===== src/rtl/rca_slice_sequencer.sv =====
// ---------------------------------------------------------------------------
// rca_slice_sequencer
//
// Digit-serial adder controller. A WIDTH-bit addition is performed by one
// 4-bit ripple-carry adder (RCA4bit) over NSLICES = WIDTH/4 clock cycles,
// least significant slice first. The carry between slices is kept in a
// register, so the longest combinational path is a single 4-bit adder.
//
// Optional feature macro: SEQ_SUB_EN
//   When defined, an extra input i_sub selects subtraction (a - b). In that
//   case b is stored inverted and the carry register starts at 1.
//
// Ports (rca_slice_sequencer):
//   i_clk    in   1      clock, rising edge
//   i_rst    in   1      synchronous active-high reset
//   i_start  in   1      start request, only looked at in IDLE
//   i_a      in   WIDTH  operand A, captured on the accepting edge
//   i_b      in   WIDTH  operand B, captured on the accepting edge
//   i_cin    in   1      carry-in for slice 0, captured on the accepting edge
//   i_sub    in   1      (SEQ_SUB_EN only) 1 = compute a - b
//   o_busy   out  1      high while RUN or DONE
//   o_done   out  1      one-cycle pulse, o_sum/o_cout final in that cycle
//   o_sum    out  WIDTH  result, held until the next accepted start
//   o_cout   out  1      carry out of the top slice, held like o_sum
//
// WIDTH must be a multiple of 4 and at least 4.
// ---------------------------------------------------------------------------

// ---------------------------------------------------------------------------
// RCA4bit: plain 4-bit ripple-carry adder built from four full adders.
// Ports:
//   i_a, i_b  in   4   addends
//   i_cin     in   1   carry in
//   o_sum     out  4   sum
//   o_cout    out  1   carry out of bit 3
// ---------------------------------------------------------------------------
module RCA4bit (
    input  logic [3:0] i_a,
    input  logic [3:0] i_b,
    input  logic       i_cin,
    output logic [3:0] o_sum,
    output logic       o_cout
);

    logic [4:0] w_carry;
    logic [3:0] w_sum;

    // Four chained full adders; carry ripples from bit 0 to bit 3.
    always_comb begin
        w_carry    = 5'b0_0000;
        w_sum      = 4'b0000;
        w_carry[0] = i_cin;
        for (int i = 0; i < 4; i++) begin
            w_sum[i]       = i_a[i] ^ i_b[i] ^ w_carry[i];
            w_carry[i + 1] = (i_a[i] & i_b[i]) | (w_carry[i] & (i_a[i] ^ i_b[i]));
        end
    end

    assign o_sum  = w_sum;
    assign o_cout = w_carry[4];

endmodule

module rca_slice_sequencer #(
    parameter int WIDTH = 16
) (
    input  logic             i_clk,
    input  logic             i_rst,
    input  logic             i_start,
    input  logic [WIDTH-1:0] i_a,
    input  logic [WIDTH-1:0] i_b,
    input  logic             i_cin,
`ifdef SEQ_SUB_EN
    input  logic             i_sub,
`endif
    output logic             o_busy,
    output logic             o_done,
    output logic [WIDTH-1:0] o_sum,
    output logic             o_cout
);

    localparam int NSLICES = WIDTH / 4;
    // Keep the counter at least one bit wide even for a single slice.
    localparam int CW      = (NSLICES > 1) ? $clog2(NSLICES) : 1;
    localparam logic [CW-1:0] LAST_SLICE = CW'(NSLICES - 1);

    typedef enum logic [1:0] {
        S_IDLE = 2'b00,
        S_RUN  = 2'b01,
        S_DONE = 2'b10
    } state_t;

    state_t           r_state;
    logic [WIDTH-1:0] r_a_sh;
    logic [WIDTH-1:0] r_b_sh;
    logic             r_c_q;
    logic [CW-1:0]    r_cnt;
    logic [WIDTH-1:0] r_sum;
    logic             r_cout;
    logic             r_busy;
    logic             r_done;

    logic             w_sub;
    logic [WIDTH-1:0] w_b_load;
    logic             w_c_load;
    logic [3:0]       w_rca_sum;
    logic             w_rca_cout;
    logic [WIDTH-1:0] w_sum_shift;

`ifdef SEQ_SUB_EN
    assign w_sub = i_sub;
`else
    assign w_sub = 1'b0;
`endif

    // Operand B and initial carry as loaded at start: a - b is a + ~b + 1.
    always_comb begin
        w_b_load = i_b;
        w_c_load = i_cin;
        if (w_sub) begin
            w_b_load = ~i_b;
            w_c_load = 1'b1;
        end else begin
            w_b_load = i_b;
            w_c_load = i_cin;
        end
    end

    // The only adder in the design: it always works on the low slice of the
    // shift registers together with the stored inter-slice carry.
    RCA4bit u_rca (
        .i_a    (r_a_sh[3:0]),
        .i_b    (r_b_sh[3:0]),
        .i_cin  (r_c_q),
        .o_sum  (w_rca_sum),
        .o_cout (w_rca_cout)
    );

    // New slice enters the result at the MSB end; after NSLICES shifts the
    // first slice computed has reached bits [3:0].
    generate
        if (WIDTH == 4) begin : g_sum_one_slice
            assign w_sum_shift = w_rca_sum;
        end else begin : g_sum_multi_slice
            assign w_sum_shift = {w_rca_sum, r_sum[WIDTH-1:4]};
        end
    endgenerate

    // Control FSM and datapath registers; all outputs come straight from flops.
    always_ff @(posedge i_clk) begin
        if (i_rst) begin
            r_state <= S_IDLE;
            r_a_sh  <= {WIDTH{1'b0}};
            r_b_sh  <= {WIDTH{1'b0}};
            r_c_q   <= 1'b0;
            r_cnt   <= {CW{1'b0}};
            r_sum   <= {WIDTH{1'b0}};
            r_cout  <= 1'b0;
            r_busy  <= 1'b0;
            r_done  <= 1'b0;
        end else begin
            case (r_state)
                S_IDLE: begin
                    r_done <= 1'b0;
                    if (i_start) begin
                        r_a_sh  <= i_a;
                        r_b_sh  <= w_b_load;
                        r_c_q   <= w_c_load;
                        r_cnt   <= {CW{1'b0}};
                        r_sum   <= {WIDTH{1'b0}};
                        r_cout  <= 1'b0;
                        r_busy  <= 1'b1;
                        r_state <= S_RUN;
                    end else begin
                        r_busy  <= 1'b0;
                        r_state <= S_IDLE;
                    end
                end

                S_RUN: begin
                    r_sum  <= w_sum_shift;
                    r_a_sh <= r_a_sh >> 4;
                    r_b_sh <= r_b_sh >> 4;
                    r_c_q  <= w_rca_cout;
                    r_busy <= 1'b1;
                    if (r_cnt == LAST_SLICE) begin
                        // Final slice: its carry is the carry of the whole word.
                        r_cout  <= w_rca_cout;
                        r_cnt   <= {CW{1'b0}};
                        r_done  <= 1'b1;
                        r_state <= S_DONE;
                    end else begin
                        r_cnt   <= r_cnt + {{(CW-1){1'b0}}, 1'b1};
                        r_done  <= 1'b0;
                        r_state <= S_RUN;
                    end
                end

                S_DONE: begin
                    // start is not looked at here; the next request is only
                    // sampled once back in IDLE.
                    r_done  <= 1'b0;
                    r_busy  <= 1'b0;
                    r_state <= S_IDLE;
                end

                default: begin
                    r_state <= S_IDLE;
                    r_busy  <= 1'b0;
                    r_done  <= 1'b0;
                end
            endcase
        end
    end

    assign o_busy = r_busy;
    assign o_done = r_done;
    assign o_sum  = r_sum;
    assign o_cout = r_cout;

endmodule


===== config.mk =====
export PLATFORM = sky130hd
export DESIGN_NAME = rca_slice_sequencer
export DESIGN_NICKNAME = d
export VERILOG_FILES = /design/src/rtl/rca_slice_sequencer.sv
export SDC_FILE = /design/constraint.sdc
export NUM_CORES = 1
export LEC_CHECK = 0
export BUFFER_PORTS_ARGS = -buffer_cell sky130_fd_sc_hd__buf_2
export CAP_MARGIN = 40
export CORE_ASPECT_RATIO = 1.5
export CORE_UTILIZATION = 53
export DETAILED_ROUTE_END_ITERATION = 10
export PLACE_DENSITY = 0.79
export SETUP_SLACK_MARGIN = 0.3
export SYNTH_ARGS = -nofsm -noshare
export SYNTH_HDL_FRONTEND = slang
export SYNTH_SLANG_ARGS = --single-unit

===== constraint.sdc =====
create_clock -name i_clk -period 2.4 [get_ports i_clk]
set_input_delay 0.36 -clock i_clk [delete_from_list [all_inputs] [get_ports i_clk]]
set_output_delay 0.36 -clock i_clk [all_outputs]
set_load 0.02 [all_outputs]

; ---- Yosys cells after proc, flatten, opt, wreduce, memory -nomap -nowiden
; Cells that the tools add are included.
[totals]
output_inout_bits = 19
in_bits = 36
regBits = 56
wordCells = 60
[classes]
eq_ne = 4
bitwise_logic = 21
muxes = 20
n_addsub = 1
n_reduce_logical = 5
[ops]
columns = op, n
row1 = $pmux 16 s2, 3
row2 = $mux 16, 3
row3 = $and 1x1->1, 8
row4 = $pmux 2 s2, 2
row5 = $xor 1x1->1, 8
row6 = $mux 1, 6
row7 = $mux 2, 3
row8 = $pmux 1 s2, 3
row9 = $ne 2x2->1 const B, 2
row10 = $or 1x1->1, 4
row11 = $reduce_and 3->1, 1
row12 = $add 2x1->2 const B, 1
row13 = $eq 2x1->1 const B, 1
row14 = $eq 2x2->1 const B, 1
row15 = $logic_not 2->1, 1
row16 = $reduce_and 2->1, 1
row17 = $reduce_bool 2->1, 1
row18 = $reduce_or 2->1, 1
row19 = $not 1->1, 1

; ---- Longest topological paths before layout
[depth]
depth_word = 11
mapped_depth = 9
ltp_nobuf = 9

; ---- Modules after synthesis
; Synthesis repeated with hierarchy kept, for this count alone.
[unflattened]
hier_cells = 234
hier_area_um2 = 2369.8
[modules_own_cells]
columns = module, n_inst, area_per_inst_um2, cells_per_inst, seq_area_each_um2
row1 = rca_slice_sequencer, 1, 2252.2, 220, 1121.1
row2 = RCA4bit, 1, 117.6, 14, 0.0

; ---- Worst setup path after synthesis
; No wires, ideal clock.
[synth_path]
path_kind = reg2reg
start = register r_a_sh[0]
end = register r_sum[15], in the netlist o_sum[15]
path_stages_with_launch = 10
path_buffers = 0
t_required_ps = 2330
path_slack_ps = 341
arrival_time_ps = 1989
setup_ps = 70
period_less_slack_ps = 2059
cell_sequence = dfxtp_1 > inv_1 > fa_1 > inv_1 > fa_1 > fa_1 > inv_1 > fa_1 > nand2b_1 > a21oi_1
[synth_via]
elab_chain_cells = 9
word_cells_on_any_way = 10
classes_between = 1 x mux / 9 x bitwise
[synth_lines]
columns = item, line_no
row1 = start: declaration, 94  ; logic [WIDTH-1:0] r_a_sh;
row2 = start signal: assignment, 153  ; r_a_sh <= {WIDTH{1'b0}};
row3 = start signal: assignment, 166  ; r_a_sh <= i_a;
row4 = start signal: assignment, 182  ; r_a_sh <= r_a_sh >> 4;
row5 = $xor 1x1->1, 55  ; w_carry[i + 1] = (i_a[i] & i_b[i]) | (w_carry[i] & (i_a[i] ^ i_b[i]));
row6 = $and 1x1->1, 55
row7 = $or 1x1->1 *, 55
row8 = $and 1x1->1 *, 55
row9 = $or 1x1->1 *, 55
row10 = $and 1x1->1 *, 55
row11 = $or 1x1->1 *, 55
row12 = $xor 1x1->1 *, 54  ; w_sum[i] = i_a[i] ^ i_b[i] ^ w_carry[i];
row13 = $pmux 16 s2 *, 162  ; case (r_state)
row14 = end signal: assignment, 157  ; r_sum <= {WIDTH{1'b0}};
row15 = end signal: assignment, 170  ; r_sum <= {WIDTH{1'b0}};
row16 = end signal: assignment, 181  ; r_sum <= w_sum_shift;
row17 = end: declaration, 98  ; logic [WIDTH-1:0] r_sum;
; Mark *: on every way between the ends. The rest lies on a longest branch, timed or not.
; A chain may end at the register's enable or synchronous reset.

; ---- Worst setup path after layout
[layout_path]
start = register r_c_q
end = register r_sum[15], in the netlist o_sum[15]
[layout_via]
elab_chain_cells = 8
[layout_lines]
columns = item, line_no
row1 = start: declaration, 96  ; logic r_c_q;
row2 = start signal: assignment, 168  ; r_c_q <= w_c_load;
row3 = start signal: assignment, 184  ; r_c_q <= w_rca_cout;
row4 = $and 1x1->1, 55
row5 = $or 1x1->1, 55
row6 = $and 1x1->1, 55
row7 = $or 1x1->1, 55
row8 = $and 1x1->1, 55
row9 = $or 1x1->1, 55
row10 = $xor 1x1->1, 54
row11 = $pmux 16 s2, 162
; No other way between the ends.

==> summary by stage <==
Flow run
The count of max-cap constraint violations is 0.

Finish
The share of layout cells above drive strength 1 is 0.2880. The area growth from synthesis to layout is 16.50%. The top cell types in the final layout, fill and taps aside, are 54 x buf_2, 54 x dfxtp_1, 42 x nand2_1, 40 x a21oi_1, 31 x nor2_1. At the end of the flow, the number of nets in the layout was 356. The count of fill cells added during filler insertion is 383. The number of antenna diodes in the final layout is 0.

Timing
The final total negative setup slack is 0 ps. The final-report setup violation count is 0. The worst slew margin relative to its limit is 0.5597.

For the pin with the worst max-slew slack, the measured transition is 660.5 ps. The fmax is 467.2 MHz. The number of slew-limit violations in the final report is 0. The setup skew after layout is 3.805 ps. Final hold analysis gives a worst-case slack of 278.2 ps. Setup repair after global routing could not meet its margin everywhere. The routed design could run at a clock period as short as 2141 ps.

The count of endpoints failing hold in the final timing report is 0. The part of the cycle the worst path needs is 0.8919.

Setup path
Along the worst path, the maximum fanout reaches 2. For the worst flop-to-flop path, the logic depth is 9. The critical path data required time is 2650 ps. The critical path capture point type is a flip-flop. The critical path launch point type is a flip-flop. The worst setup path is of the reg -> reg kind. The register-to-register path setup slack is 260 ps. The worst endpoint data arrival time is 2390 ps.

In this run the critical register-to-register path is launched from r_c_q. The endpoint identified for the worst register-to-register timing path is o_sum[15].

Routing
The mean routed wirelength per cell is 13.72 µm. The count of routing violations after the opening detailed-route iteration is 69. The detail-routed via count per cell is 5.572.

The number of iterations in the first detailed-routing pass is 4. The number of routed nets with antenna violations is 0. The total via count after detailed routing is 2017. The routed design has 4965 µm of wire. The DRC violation count after routing is 0.

Global routing
The first global-routing pass estimated 8252 µm of wire. The via count of the first global-routing pass is 1897. The global route total overflow is 0. The met3 global-route usage is 0.04651.

In the global route stage, met2 resource usage came out at 0.3723. The layer flagged by global routing as most heavily used is met2. The number of antenna violations at the first check in global routing is 0. Entering global routing, the biggest net connects 39 pins. The met1 routing resource usage after global routing is 0.2622. In the global route stage, overall resource usage came out at 0.2201.

Logic synthesis
Measured against the total synthesized area, the mux share comes to 0. The largest family of logic cells by synthesized area is compound AO/OA/AOI/OAI gates. The sequential-to-total area share from yosys stat is 0.4768.

The cell count after synthesis is 270. The total number of yosys warnings is 0. The compound-cell area share of the yosys netlist came to 0.2262. The adder-cell share of the synthesized area is 0.03938.

In this run the mean area of a mapped cell was 8.707 µm². Of the total synthesized cell area, the portion taken by AND, OR, NAND and NOR gates is 0.1852. The net count of the mapped netlist is 311. The unique cell type count in the Yosys netlist is 28. The post-synthesis xor/xnor area fraction is 0. The post-synth design cell area is 2351 µm².

In this run, synthesis produced a sequential element count of 56.

Hold path
The hold path endpoint is r_a_sh[15]. The worst hold path depth is 3. The origin of the worst min-delay path is i_a[15].

The worst min-delay path category is in -> reg.

Power and ir drop
For this design the static power due to leakage is 1.168 nW. The largest vdd supply drop is 844.5 µV. Dividing total power by cell area gives a power density of 706.9 nW/µm².

Clock tree
Clock tree synthesis selected as its root buffer the cell clkbuf_8. After clock tree synthesis, the setup repair step added 0 buffers. The clock passes through at most 2 buffers. The clock net in this run drives a total of 56 sinks.

In this run the number of H-tree levels came out at 2. The clock transition time at the flip-flop clock pins of the worst setup and hold paths is 100 ps. Clock tree synthesis inserted a total of 5 buffers. The clock latency of the later-clocked register in the worst-skew pair is 310 ps.

The CTS tree is yes.

Place
The count of port buffers added during placement is 54. The placed wire-length estimate after detailed placement is 3323 µm. The final weighted congestion of routability-driven global placement is 0.7610.

Floorplanning
The floorplan die width is 56.38 µm. The initial utilization of the core area, before any placement, comes to 0.5538. Row generation in the floorplan step produced 29 rows.

The floorplan step defined a die boundary enclosing 4712 µm². From bottom edge to top edge, the die measures 83.57 µm. 55 I/O pins were placed.

The area of the core is 4245 µm².

Run status
The flow ran to the end, and the final reports show no timing, DRC or antenna violations.
-- cell type report --
type                            count  area, µm²  area share
Clock inverter                      3      42.54     0.01553
Multi-Input combinational cell    184       1085      0.3961
Tap cell                           46      57.56     0.02101
Inverter                            7      26.28    0.009593
Sequential cell                    56       1124      0.4102
Clock buffer                        5      68.82     0.02513
Timing Repair Buffer               61      335.3      0.1224
-- stage by stage --
| stage | instance area [µm²] | total power, W | instances | setup WS, ps | utilization |
|---|---|---|---|---|---|
| 5_1_grt | 2739 | 0.002032 | 362 | 188.0 | 0.6452 |
| 2_1_floorplan | 2351 | 0.001257 | 270 | 340.7 | - |
| 6_report | 2739 | 0.001936 | 362 | 259.4 | 0.6452 |
| 4_1_cts | 2731 | 0.001949 | 362 | 274.3 | 0.6434 |
| 3_3_place_gp | 2604 | 0.001329 | 354 | 286.3 | 0.6133 |
| 3_5_place_dp | 2604 | 0.001338 | 354 | 199.5 | 0.6133 |
-- kinds of logic after synthesis --
logic type,count (synthesis)
and+or+nand+nor,100
AOI/OAI and AO/OA,79
DFF,56
buffers and inverters,30
adders and majority gates,5
-- worst max-delay path: stages (launching register included) --
cell and delay [ps]:
dfxtp_2 330, inv_2 70, fa_2 200, inv_2 40
fa_2 350, fa_2 340, inv_2 70, fa_2 420
nand2b_4 150, a21oi_2 100
-- worst max-delay path by stage --
stage,from,to,depth (start not counted)
4_1_cts,r_a_sh[0],r_c_q,9
5_1_grt,r_c_q,r_c_q,9
6_report,r_c_q,o_sum[15],9
3_3_place_gp,r_b_sh[0],o_sum[15],9
2_1_floorplan,r_a_sh[0],o_sum[15],9
3_5_place_dp,r_a_sh[0],o_sum[15],9
-- registers in the layout, indices dropped and copies added (netlist names) --
register  count
o_busy        1
o_cout        1
o_done        1
o_sum        16
r_a_sh       16
r_b_sh       16
r_c_q         1
r_cnt         2
r_state       2
-- repair_timing --
| action | in CTS | in global routing |
|---|---|---|
| pin swaps | 2 | 5 |
| endpoints found under the setup margin | 2 | 2 |
| resized for setup | 9 | 4 |
| hold buffers | 0 | 0 |
| cloned | 0 | 0 |
-- report_power, final --
part,switching [W],internal [W]
clock network,0.000301,0.000309
registers,0.0000344,0.000988
logic,0.000181,0.000123
total,0.000517,0.00142
-- routing by layer --
metal,wire [µm],share of wire,vias up
met3,167,0.034,8
li1,-,-,1020
met4,133,0.027,0
met2,2554,0.51,49
met5,0,0,-
met1,2109,0.42,940
-- cells in the mapped netlist --
| master | instances | share of area |
|---|---|---|
| a211oi_1 | 19 | 0.061 |
| a21oi_1 | 41 | 0.087 |
| a221oi_2 | 5 | 0.032 |
| a22oi_1 | 8 | 0.026 |
| a311oi_1 | 1 | 0.0037 |
| and2b_1 | 1 | 0.0032 |
| buf_2 | 10 | 0.021 |
| buf_4 | 4 | 0.013 |
| buf_6 | 4 | 0.019 |
| clkbuf_1 | 5 | 0.0080 |
| dfxtp_1 | 56 | 0.48 |
| fa_1 | 4 | 0.034 |
| ha_1 | 1 | 0.0053 |
| inv_1 | 7 | 0.011 |
| nand2_1 | 42 | 0.067 |
| nand2b_1 | 3 | 0.0080 |
| nand3_1 | 17 | 0.036 |
| nand3b_1 | 1 | 0.0032 |
| nand4b_1 | 1 | 0.0037 |
| nor2_1 | 31 | 0.049 |
| nor2_2 | 1 | 0.0027 |
| nor3b_2 | 1 | 0.0053 |
| o21a_1 | 2 | 0.0064 |
| o21ba_2 | 1 | 0.0043 |
| o21bai_1 | 1 | 0.0032 |
| o31ai_1 | 1 | 0.0032 |
| or3_1 | 1 | 0.0027 |
| or3b_1 | 1 | 0.0037 |
Power figures use the tool's default switching activity.
